[src/rtl/muldiv_if.sv]
// Request/response bundle between the execute stage and the multiply/divide unit.
// The master drives the request and flush; the slave reports busy, completion and result.
interface muldiv_if #(
   parameter int unsigned XLEN = 32
) ();
   logic            enabled;
   logic [2:0]      op;
   logic [XLEN-1:0] rs1;
   logic [XLEN-1:0] rs2;
   logic            flush;
   logic            busy;
   logic            completed;
   logic [XLEN-1:0] result;

   modport master (
      output enabled, op, rs1, rs2, flush,
      input  busy, completed, result
   );

   modport slave (
      input  enabled, op, rs1, rs2, flush,
      output busy, completed, result
   );
endinterface

[src/rtl/muldiv_unit.sv]
// Multi-cycle RISC-V M-extension unit: fixed-latency multiplier and
// restoring radix-2 divider, with divide-by-zero/overflow resolved at accept.
module muldiv_unit #(
   parameter int unsigned XLEN        = 32,
   parameter int unsigned MUL_LATENCY = 2
) (
   input  logic     clk,
   input  logic     rstn,
   muldiv_if.slave  bus
);
   localparam int unsigned CNT_W = $clog2(XLEN) + 1;

   typedef enum logic [1:0] {S_IDLE, S_MUL, S_DIV, S_FIX} state_t;

   state_t          state;
   logic [CNT_W-1:0] cnt;
   logic [2:0]      op_q;
   logic [XLEN-1:0] rs1_q, rs2_q;
   logic [XLEN-1:0] rem_q, quo_q, dvs_q;
   logic            neg_q, neg_r, is_rem;
   logic            pend;
   logic [XLEN-1:0] spec_q;
   logic            busy_q, completed_q;
   logic [XLEN-1:0] result_q;

   assign bus.busy      = busy_q;
   assign bus.completed = completed_q;
   assign bus.result    = result_q;

   // Request decode; the special-case result is known at accept time.
   logic            sgn_div, rs1_neg, rs2_neg, div_zero, div_ovf;
   logic [XLEN-1:0] rs1_mag, rs2_mag, spec_res;

   always_comb begin
      sgn_div  = ~bus.op[0];
      rs1_neg  = sgn_div & bus.rs1[XLEN-1];
      rs2_neg  = sgn_div & bus.rs2[XLEN-1];
      rs1_mag  = rs1_neg ? -bus.rs1 : bus.rs1;
      rs2_mag  = rs2_neg ? -bus.rs2 : bus.rs2;
      div_zero = (bus.rs2 == '0);
      div_ovf  = sgn_div && (bus.rs1 == {1'b1, {(XLEN-1){1'b0}}}) && (bus.rs2 == '1);
      if (div_zero)
         spec_res = bus.op[1] ? bus.rs1 : '1;
      else
         spec_res = bus.op[1] ? '0 : bus.rs1;
   end

   // Operands are extended to 2*XLEN so a plain modular product is exact.
   logic              mul_a_sgn, mul_b_sgn;
   logic [2*XLEN-1:0] mul_a, mul_b, prod;
   logic [XLEN-1:0]   mul_res;

   always_comb begin
      mul_a_sgn = (op_q[1:0] != 2'b11);
      mul_b_sgn = ~op_q[1];
      mul_a     = {{XLEN{mul_a_sgn & rs1_q[XLEN-1]}}, rs1_q};
      mul_b     = {{XLEN{mul_b_sgn & rs2_q[XLEN-1]}}, rs2_q};
      prod      = mul_a * mul_b;
      mul_res   = (op_q[1:0] == 2'b00) ? prod[XLEN-1:0] : prod[2*XLEN-1:XLEN];
   end

   logic [XLEN:0]   shifted, diff;
   logic [XLEN-1:0] quo_fix, rem_fix;

   always_comb begin
      shifted = {rem_q, quo_q[XLEN-1]};
      diff    = shifted - {1'b0, dvs_q};
      quo_fix = neg_q ? -quo_q : quo_q;
      rem_fix = neg_r ? -rem_q : rem_q;
   end

   always_ff @(posedge clk) begin
      if (!rstn) begin
         state       <= S_IDLE;
         cnt         <= '0;
         op_q        <= '0;
         rs1_q       <= '0;
         rs2_q       <= '0;
         rem_q       <= '0;
         quo_q       <= '0;
         dvs_q       <= '0;
         neg_q       <= 1'b0;
         neg_r       <= 1'b0;
         is_rem      <= 1'b0;
         pend        <= 1'b0;
         spec_q      <= '0;
         busy_q      <= 1'b0;
         completed_q <= 1'b0;
         result_q    <= '0;
      end else if (bus.flush) begin
         state       <= S_IDLE;
         pend        <= 1'b0;
         busy_q      <= 1'b0;
         completed_q <= 1'b0;
      end else begin
         completed_q <= 1'b0;
         case (state)
            S_IDLE: begin
               if (pend) begin
                  pend        <= 1'b0;
                  result_q    <= spec_q;
                  completed_q <= 1'b1;
                  busy_q      <= 1'b0;
               end else if (bus.enabled) begin
                  busy_q <= 1'b1;
                  op_q   <= bus.op;
                  rs1_q  <= bus.rs1;
                  rs2_q  <= bus.rs2;
                  cnt    <= CNT_W'(1);
                  if (!bus.op[2]) begin
                     state <= S_MUL;
                  end else if (div_zero || div_ovf) begin
                     pend   <= 1'b1;
                     spec_q <= spec_res;
                  end else begin
                     state  <= S_DIV;
                     cnt    <= '0;
                     rem_q  <= '0;
                     quo_q  <= rs1_mag;
                     dvs_q  <= rs2_mag;
                     neg_q  <= rs1_neg ^ rs2_neg;
                     neg_r  <= rs1_neg;
                     is_rem <= bus.op[1];
                  end
               end
            end
            S_MUL: begin
               if (cnt == CNT_W'(MUL_LATENCY)) begin
                  result_q    <= mul_res;
                  completed_q <= 1'b1;
                  busy_q      <= 1'b0;
                  state       <= S_IDLE;
               end else begin
                  cnt <= cnt + 1'b1;
               end
            end
            S_DIV: begin
               if (!diff[XLEN]) begin
                  rem_q <= diff[XLEN-1:0];
                  quo_q <= {quo_q[XLEN-2:0], 1'b1};
               end else begin
                  rem_q <= shifted[XLEN-1:0];
                  quo_q <= {quo_q[XLEN-2:0], 1'b0};
               end
               cnt <= cnt + 1'b1;
               if (cnt == CNT_W'(XLEN-1)) state <= S_FIX;
            end
            S_FIX: begin
               result_q    <= is_rem ? rem_fix : quo_fix;
               completed_q <= 1'b1;
               busy_q      <= 1'b0;
               state       <= S_IDLE;
            end
            default: state <= S_IDLE;
         endcase
      end
   end
endmodule

[src/flat_wrapper.sv]
// flat-port wrapper written by rule: the top's interface ports become plain ports
module muldiv_unit_flat 
#(
   parameter int unsigned XLEN        = 32,
   parameter int unsigned MUL_LATENCY = 2
)
  (clk, rstn, bus_enabled, bus_op, bus_rs1, bus_rs2, bus_flush, bus_busy, bus_completed, bus_result);
  muldiv_if #(.XLEN(XLEN)) bus_i ();
  input  logic clk;
  input  logic rstn;
  input wire logic [$bits(bus_i.enabled)-1:0] bus_enabled;
  input wire logic [$bits(bus_i.op)-1:0] bus_op;
  input wire logic [$bits(bus_i.rs1)-1:0] bus_rs1;
  input wire logic [$bits(bus_i.rs2)-1:0] bus_rs2;
  input wire logic [$bits(bus_i.flush)-1:0] bus_flush;
  output wire logic [$bits(bus_i.busy)-1:0] bus_busy;
  output wire logic [$bits(bus_i.completed)-1:0] bus_completed;
  output wire logic [$bits(bus_i.result)-1:0] bus_result;
  assign bus_i.enabled = bus_enabled;
  assign bus_i.op = bus_op;
  assign bus_i.rs1 = bus_rs1;
  assign bus_i.rs2 = bus_rs2;
  assign bus_i.flush = bus_flush;
  assign bus_busy = bus_i.busy;
  assign bus_completed = bus_i.completed;
  assign bus_result = bus_i.result;
  muldiv_unit #(.XLEN(XLEN), .MUL_LATENCY(MUL_LATENCY)) u_core (.clk(clk), .rstn(rstn), .bus(bus_i));
endmodule
[config.mk]
export PLATFORM = sky130hd
export DESIGN_NAME = muldiv_unit_flat
export DESIGN_NICKNAME = d
export VERILOG_FILES = /design/src/rtl/muldiv_if.sv /design/src/rtl/muldiv_unit.sv /design/src/flat_wrapper.sv
export SDC_FILE = /design/constraint.sdc
export NUM_CORES = 2
export LEC_CHECK = 0
export ABC_AREA = 1
export CAP_MARGIN = 20
export CORE_AREA = 2 2 489 297
export CTS_BUF_LIST = sky130_fd_sc_hd__clkbuf_4
export CTS_CLUSTER_DIAMETER = 30
export DETAILED_ROUTE_END_ITERATION = 16
export DIE_AREA = 0 0 491 299
export GPL_TIMING_DRIVEN = 1
export SLEW_MARGIN = 10
export SYNTH_ARGS = -nofsm -noshare
export SYNTH_HDL_FRONTEND = slang
export SYNTH_SLANG_ARGS = --single-unit
[constraint.sdc]
create_clock -name clk -period 10.9 [get_ports clk]
set_clock_uncertainty 0.05 [all_clocks]
set_input_delay 2.18 -clock clk [delete_from_list [all_inputs] [get_ports clk]]
set_output_delay 2.18 -clock clk [all_outputs]
set_load 0.1 [all_outputs]
## Word level (Yosys, flattened, before mapping)

Cells that the tools add are included.
W data, S select, Z words.

- Add/subtract/negate cells: 6
- Multipliers: 1
- Divide/modulo/power cells: 0
- Order comparisons: 0
- Eq/ne operators: 18
- Shifts and indexed selects: 0
- Multiplexer cells: 48
- Bitwise logic cells: 11
- Reduce and logical (&&, ||, !) cells: 18

Operators by type and width:

| cell | count |
|---|---|
| $mux W32 | 20 |
| $neg A32 Y32 | 4 |
| $pmux W32 S2 | 2 |
| $pmux W32 S3 | 1 |
| $eq A32 B32 Y1 const B | 2 |
| $mul A33 B33 Y64 | 1 |
| $sub A33 B32 Y33 | 1 |
| $logic_not A32 Y1 | 1 |
| $mux W6 | 4 |
| $pmux W6 S3 | 1 |
| $reduce_and A6 Y1 | 3 |
| $mux W2 | 6 |
| $ne A2 B2 Y1 const B | 6 |
| $mux W1 | 11 |
| $reduce_and A5 Y1 | 2 |
| $pmux W2 S4 | 1 |
| $reduce_and A4 Y1 | 2 |
| $add A6 B1 Y6 const B | 1 |
| $eq A6 B2 Y1 const B | 1 |
| $eq A6 B5 Y1 const B | 1 |
| $ne A2 B1 Y1 const B | 3 |
| $not A1 Y1 | 6 |
| $pmux W1 S3 | 2 |
| $reduce_bool A3 Y1 | 2 |
| other kinds (12) | 18 |

- Flip-flop bits (word level): 240
- Latch bits: 0
- Memory bits (writable): 0
- ROM bits: 0
- Input port bits: 71
- Output and inout bits: 34
- Logic and storage cells: 118
- Memories: 0

## Longest topological paths before layout

- Depth in word-level cells: 9
- Gate-level depth with buffers: 37
- Gate-level depth less buffers: 35

## Worst setup path after synthesis

OpenSTA, ideal clock, no wires.

- Path kind: register -> register
- Start point: register u_core.rs1_q[31]
- End point: register u_core.result_q[26], in the netlist u_core.bus.result[26]
- Setup time: 0.071 ns
- Arrival time: 7.487 ns
- Data required time: 10.779 ns
- Setup slack: 3.292 ns
- Stages on the path, launching flop included: 30
- Path buffers: 2
- Clock period less this slack: 7.608 ns
- Cell sequence: dfxtp_1 > buf_2 > inv_1 > a21oi_1 > clkbuf_1 > nand2_1 > fa_1 > fa_1 > inv_1 > fa_1 > inv_1 > fa_1 > inv_1 > fa_1 > fa_1 > fa_1 > inv_1 > fa_1 > inv_1 > ha_1 > nand2_1 > nor2_1 > nand2_1 > nor4_1 > nand2_1 > nand3_1 > nand2_1 > nand3_1 > nand2_1 > a21oi_1

- Longest elaborated chain between the ends: 5

RTL lines:

| what | line | text |
|---|---|---|
| start: declaration | muldiv_unit.sv:18 | `logic [XLEN-1:0] rs1_q, rs2_q;` |
| start signal: assignment | muldiv_unit.sv:107 | `rs1_q <= bus.rs1;` |
| $and A1 B1 Y1 | muldiv_unit.sv:56 | `mul_a = {{XLEN{mul_a_sgn & rs1_q[XLEN-1]}}, rs1_q};` |
| $mul A33 B33 Y64 (*) | muldiv_unit.sv:58 | `prod = mul_a * mul_b;` |
| $mux W32 (*) | muldiv_unit.sv:59 | `mul_res = (op_q[1:0] == 2'b00) ? prod[XLEN-1:0] : prod[2*XLEN-1:XLEN];` |
| $mux W32 (*) | muldiv_unit.sv:128 | `if (cnt == CNT_W'(MUL_LATENCY)) begin` |
| $pmux W32 S3 (*) | muldiv_unit.sv:97 | `case (state)` |
| end signal: assignment | muldiv_unit.sv:101 | `result_q <= spec_q;` |
| end signal: assignment | muldiv_unit.sv:129 | `result_q <= mul_res;` |
| end signal: assignment | muldiv_unit.sv:149 | `result_q <= is_rem ? rem_fix : quo_fix;` |
| end: declaration | muldiv_unit.sv:24 | `logic [XLEN-1:0] result_q;` |

Every way passes the cells marked *; elsewhere a longest branch is shown, timed or not. The select of a mux whose other input is x is not followed.
A chain may end at the register's enable or synchronous reset.

## Final worst setup path

- Start point: register u_core.rs1_q[22]
- End point: register u_core.result_q[10], in the netlist u_core.bus.result[10]

- Longest elaborated chain between the ends: 4

RTL lines:

| what | line |
|---|---|
| $mul A33 B33 Y64 | muldiv_unit.sv:58 |
| $mux W32 | muldiv_unit.sv:59 |
| $mux W32 | muldiv_unit.sv:128 |
| $pmux W32 S3 | muldiv_unit.sv:97 |

No other way between the ends. The select of a mux whose other input is x is not followed.

==> out/results.ini <==
[run_status]
outcome=completed

[worst_setup_path]
cp-start-kind=flip-flop
crit_path_end_kind=flip-flop
worstPathMaxFanout=19
ff2ff_path_depth=24
r2r-start=u_core.rs1_q[22]$_SDFFE_PN0P_
timing.rr.end=u_core.bus.result[10]$_SDFFE_PN0P_
reg2reg_slack_ns=1.91
required_ns=11.63
setup.worst_path.class=flip-flop to flip-flop
cp.arrival_ns=9.72

[clock_tree]
cts_setup_buffers=0
numCtsBuffers=74
path_clk_slew_ns=0.08
ctsHtreeMaxLevel=3
cts_max_path_buffers=3
clock_latency_ns=0.95
post_cts_resized=0
clockRootBuffer=clkbuf_4
cts_hold_buf=0
cts_sinks=240
cts_tree=built

[timing]
layout_worst_path_cycle_share=0.824
final-max-slew-violation-count=0
fmax_mhz=111
relSlewSlack=0.199
worstMarginPinSlew_ns=1.19
finalHoldViolations=0
fin_crit_ns=8.99
rsz0062_at_grt=no
finalSetupViolations=0
setup-tns-final_ns=0

[logic_synthesis]
syn_inst=7860
syn-num-nets=9312
muxShareOfSynthArea=0
synth-main-ff-cell=dfxtp_1
synth.distinct_cells=51
yosysWarnings=0
async_flop_share=0
yosys.area_share.simple=0.212
synth_edf_count=0
synthAdderAreaFrac=0.460
synth.avg_cell_area_um2=7.21
synth_top_cell_area_share=0.398
ys_seq_area_frac=0.0848
synth_area_mm2=0.0566
post_synth_xor_area_fraction=0.0133
synth.largest_area_cell=fa_1
synth_top_family_by_area=adder cells
synthTopCellsByArea=fa_1 40%, nand2_1 13%, inv_1 13%
synth_compound_area_frac=0.0750
ys_ff_latch=240

[global_routing]
overflow=0
grt_max_degree=83
grt_pass1_vias=50100
grtUsageTotal=0.302
grt_pass1_wl_um=331000
antenna_found_initial=4

[routing]
ant_nets=0
via_per_inst=5.22
dr.pass1.iters=6
drt-initial-drc-count=6022
wirelength_um=220000
vias=50800
drc=0
post_drt_wl_per_cell_um=22.6

[floorplanning]
dieArea_mm2=0.147
start_util=0.396
dieHeight_um=299
row_count=108
ios=105
die_w_um=491
coreArea_mm2=0.143

[finish]
area.growth.synth_to_final_pct=6.60
drive_above_1_share=0.0351
fin_nets=9200
stdcell_count=9732

[placed_design]
io_buffers=104
gp_congestion=1.03
placedCellCount=9595
dp_hpwl_um=183000

[min_path]
hold_path_class=flip-flop to flip-flop
worstHoldStart=u_core.spec_q[31]$_SDFFE_PN0P_
hold_path_end=u_core.spec_q[31]$_SDFFE_PN0P_
min_path_cells=2

[power_and_ir_drop]
p_per_area_mw_per_mm2=124
leakagePower_nw=32.1
vdd_drop_max_v=0.000158
p_total_mw=7.51

[flow_run]
cap_violations=0

cell type report:
cell class,instances,area [um2]
clock inverter,38,262
inverter,1916,7190
timing repair buffer,211,1910
clock buffer,91,683
sequential,240,4810
tap,1925,2410
fill,14900,82600
multi-input combinational,5305,43100
antenna,6,15.0
flip-flops by register name, indices dropped and copies added, names as in the netlist:
| signal | cells |
|---|---|
| u_core.bus.result | 32 |
| u_core.dvs_q | 32 |
| u_core.quo_q | 32 |
| u_core.rem_q | 32 |
| u_core.rs1_q | 32 |
| u_core.rs2_q | 32 |
| u_core.spec_q | 32 |
| u_core.cnt | 6 |
| u_core.op_q | 2 |
| u_core.state | 2 |
| u_core.bus.busy | 1 |
| u_core.bus.completed | 1 |
| u_core.is_rem | 1 |
| u_core.neg_q | 1 |
| u_core.neg_r | 1 |
| u_core.pend | 1 |
layout by cell type, fill, tap and decap left out, types with 14 or more instances in the layout:
master           count
nand3_1            276
clkinv_1            36
clkinv_2            14
o21bai_1            23
fa_1              1126
nand2_1           1968
a21oi_1            364
nor3_1              54
maj3_1              32
a31oi_1             17
ha_1               253
buf_4              102
inv_1             1890
dfxtp_1            233
nor2_1             595
nand4_1             61
o21ai_0            338
clkbuf_4            91
clkdlybuf4s50_1    103
xor2_1              48
xnor2_1             38
how the worst max path moves through the flow:
stage                                  startpoint                                  to  slack (ns)
floorplan           u_core.rs1_q[31]$_SDFFE_PN0P_  u_core.bus.result[26]$_SDFFE_PN0P_        3.29
global placement    u_core.rs1_q[31]$_SDFFE_PN0P_  u_core.bus.result[31]$_SDFFE_PN0P_        2.00
detailed placement  u_core.rs1_q[31]$_SDFFE_PN0P_  u_core.bus.result[30]$_SDFFE_PN0P_        1.98
CTS                 u_core.rs1_q[31]$_SDFFE_PN0P_  u_core.bus.result[31]$_SDFFE_PN0P_        1.90
global route        u_core.rs1_q[31]$_SDFFE_PN0P_  u_core.bus.result[23]$_SDFFE_PN0P_        1.39
finish              u_core.rs1_q[22]$_SDFFE_PN0P_  u_core.bus.result[10]$_SDFFE_PN0P_        1.91
worst max-delay path, stage by stage (launching register included):
cell and delay [ns]:
dfxtp_1 1.04, buf_4 0.46, nand2_1 0.13, fa_1 0.54, fa_1 0.53, inv_1 0.05
fa_1 0.46, fa_1 0.50, fa_1 0.66, fa_1 0.46, fa_1 0.51, inv_1 0.05
fa_1 0.48, inv_1 0.09, ha_1 0.68, nand2_1 0.22, nor2_1 0.35, nand3_1 0.26
nor2_1 0.22, nand3_1 0.12, nand3_1 0.18, nand2_1 0.06, nand3_1 0.21, nand3_1 0.25
a21oi_1 0.23
where the power goes:
part           internal [mW]  switching (mW)
Sequential             0.926           0.117
Clock                  0.473           0.527
Combinational           1.64            3.83
synthesized netlist by cell type (all sizes together), types with 4 or more instances:
cell type and count:
a21o 7, a21oi 375, a31oi 17, buf 43, clkbuf 356, clkinv 20
dfxtp 240, fa 1126, ha 255, inv 1896, maj3 32, nand2 1969
nand3 276, nand3b 11, nand4 62, nor2 604, nor3 57, nor3b 4
nor4 5, o211ai 10, o21a 9, o21ai 344, o21bai 23, o31ai 4
or2 13, xnor2 38, xor2 48
per-stage QoR:
stage | hold WS, ns | setup WS (ns) | area [um2] | util
floorplan | 0.382 | 3.29 | 56600 | -
global placement | 0.402 | 2.00 | 59400 | 0.415
detailed placement | 0.407 | 1.98 | 59400 | 0.415
CTS | 0.419 | 1.90 | 60300 | 0.422
global route | 0.437 | 1.39 | 60400 | 0.422
finish | 0.419 | 1.91 | 60400 | 0.422
cells by family after synthesis:
| family | after synthesis |
|---|---|
| and+or+nand+nor | 3004 |
| buffers and inverters | 2315 |
| adders and majority gates | 1413 |
| AOI/OAI and AO/OA | 802 |
| DFF | 240 |
| xor gates and xnor gates | 86 |
layer usage:
layer  track usage  wire [um]
met5             0         33
met4        0.0374       2420
met3         0.105      30600
met2         0.373      77900
met1         0.499     109000
(Power assumes the default switching activity.)
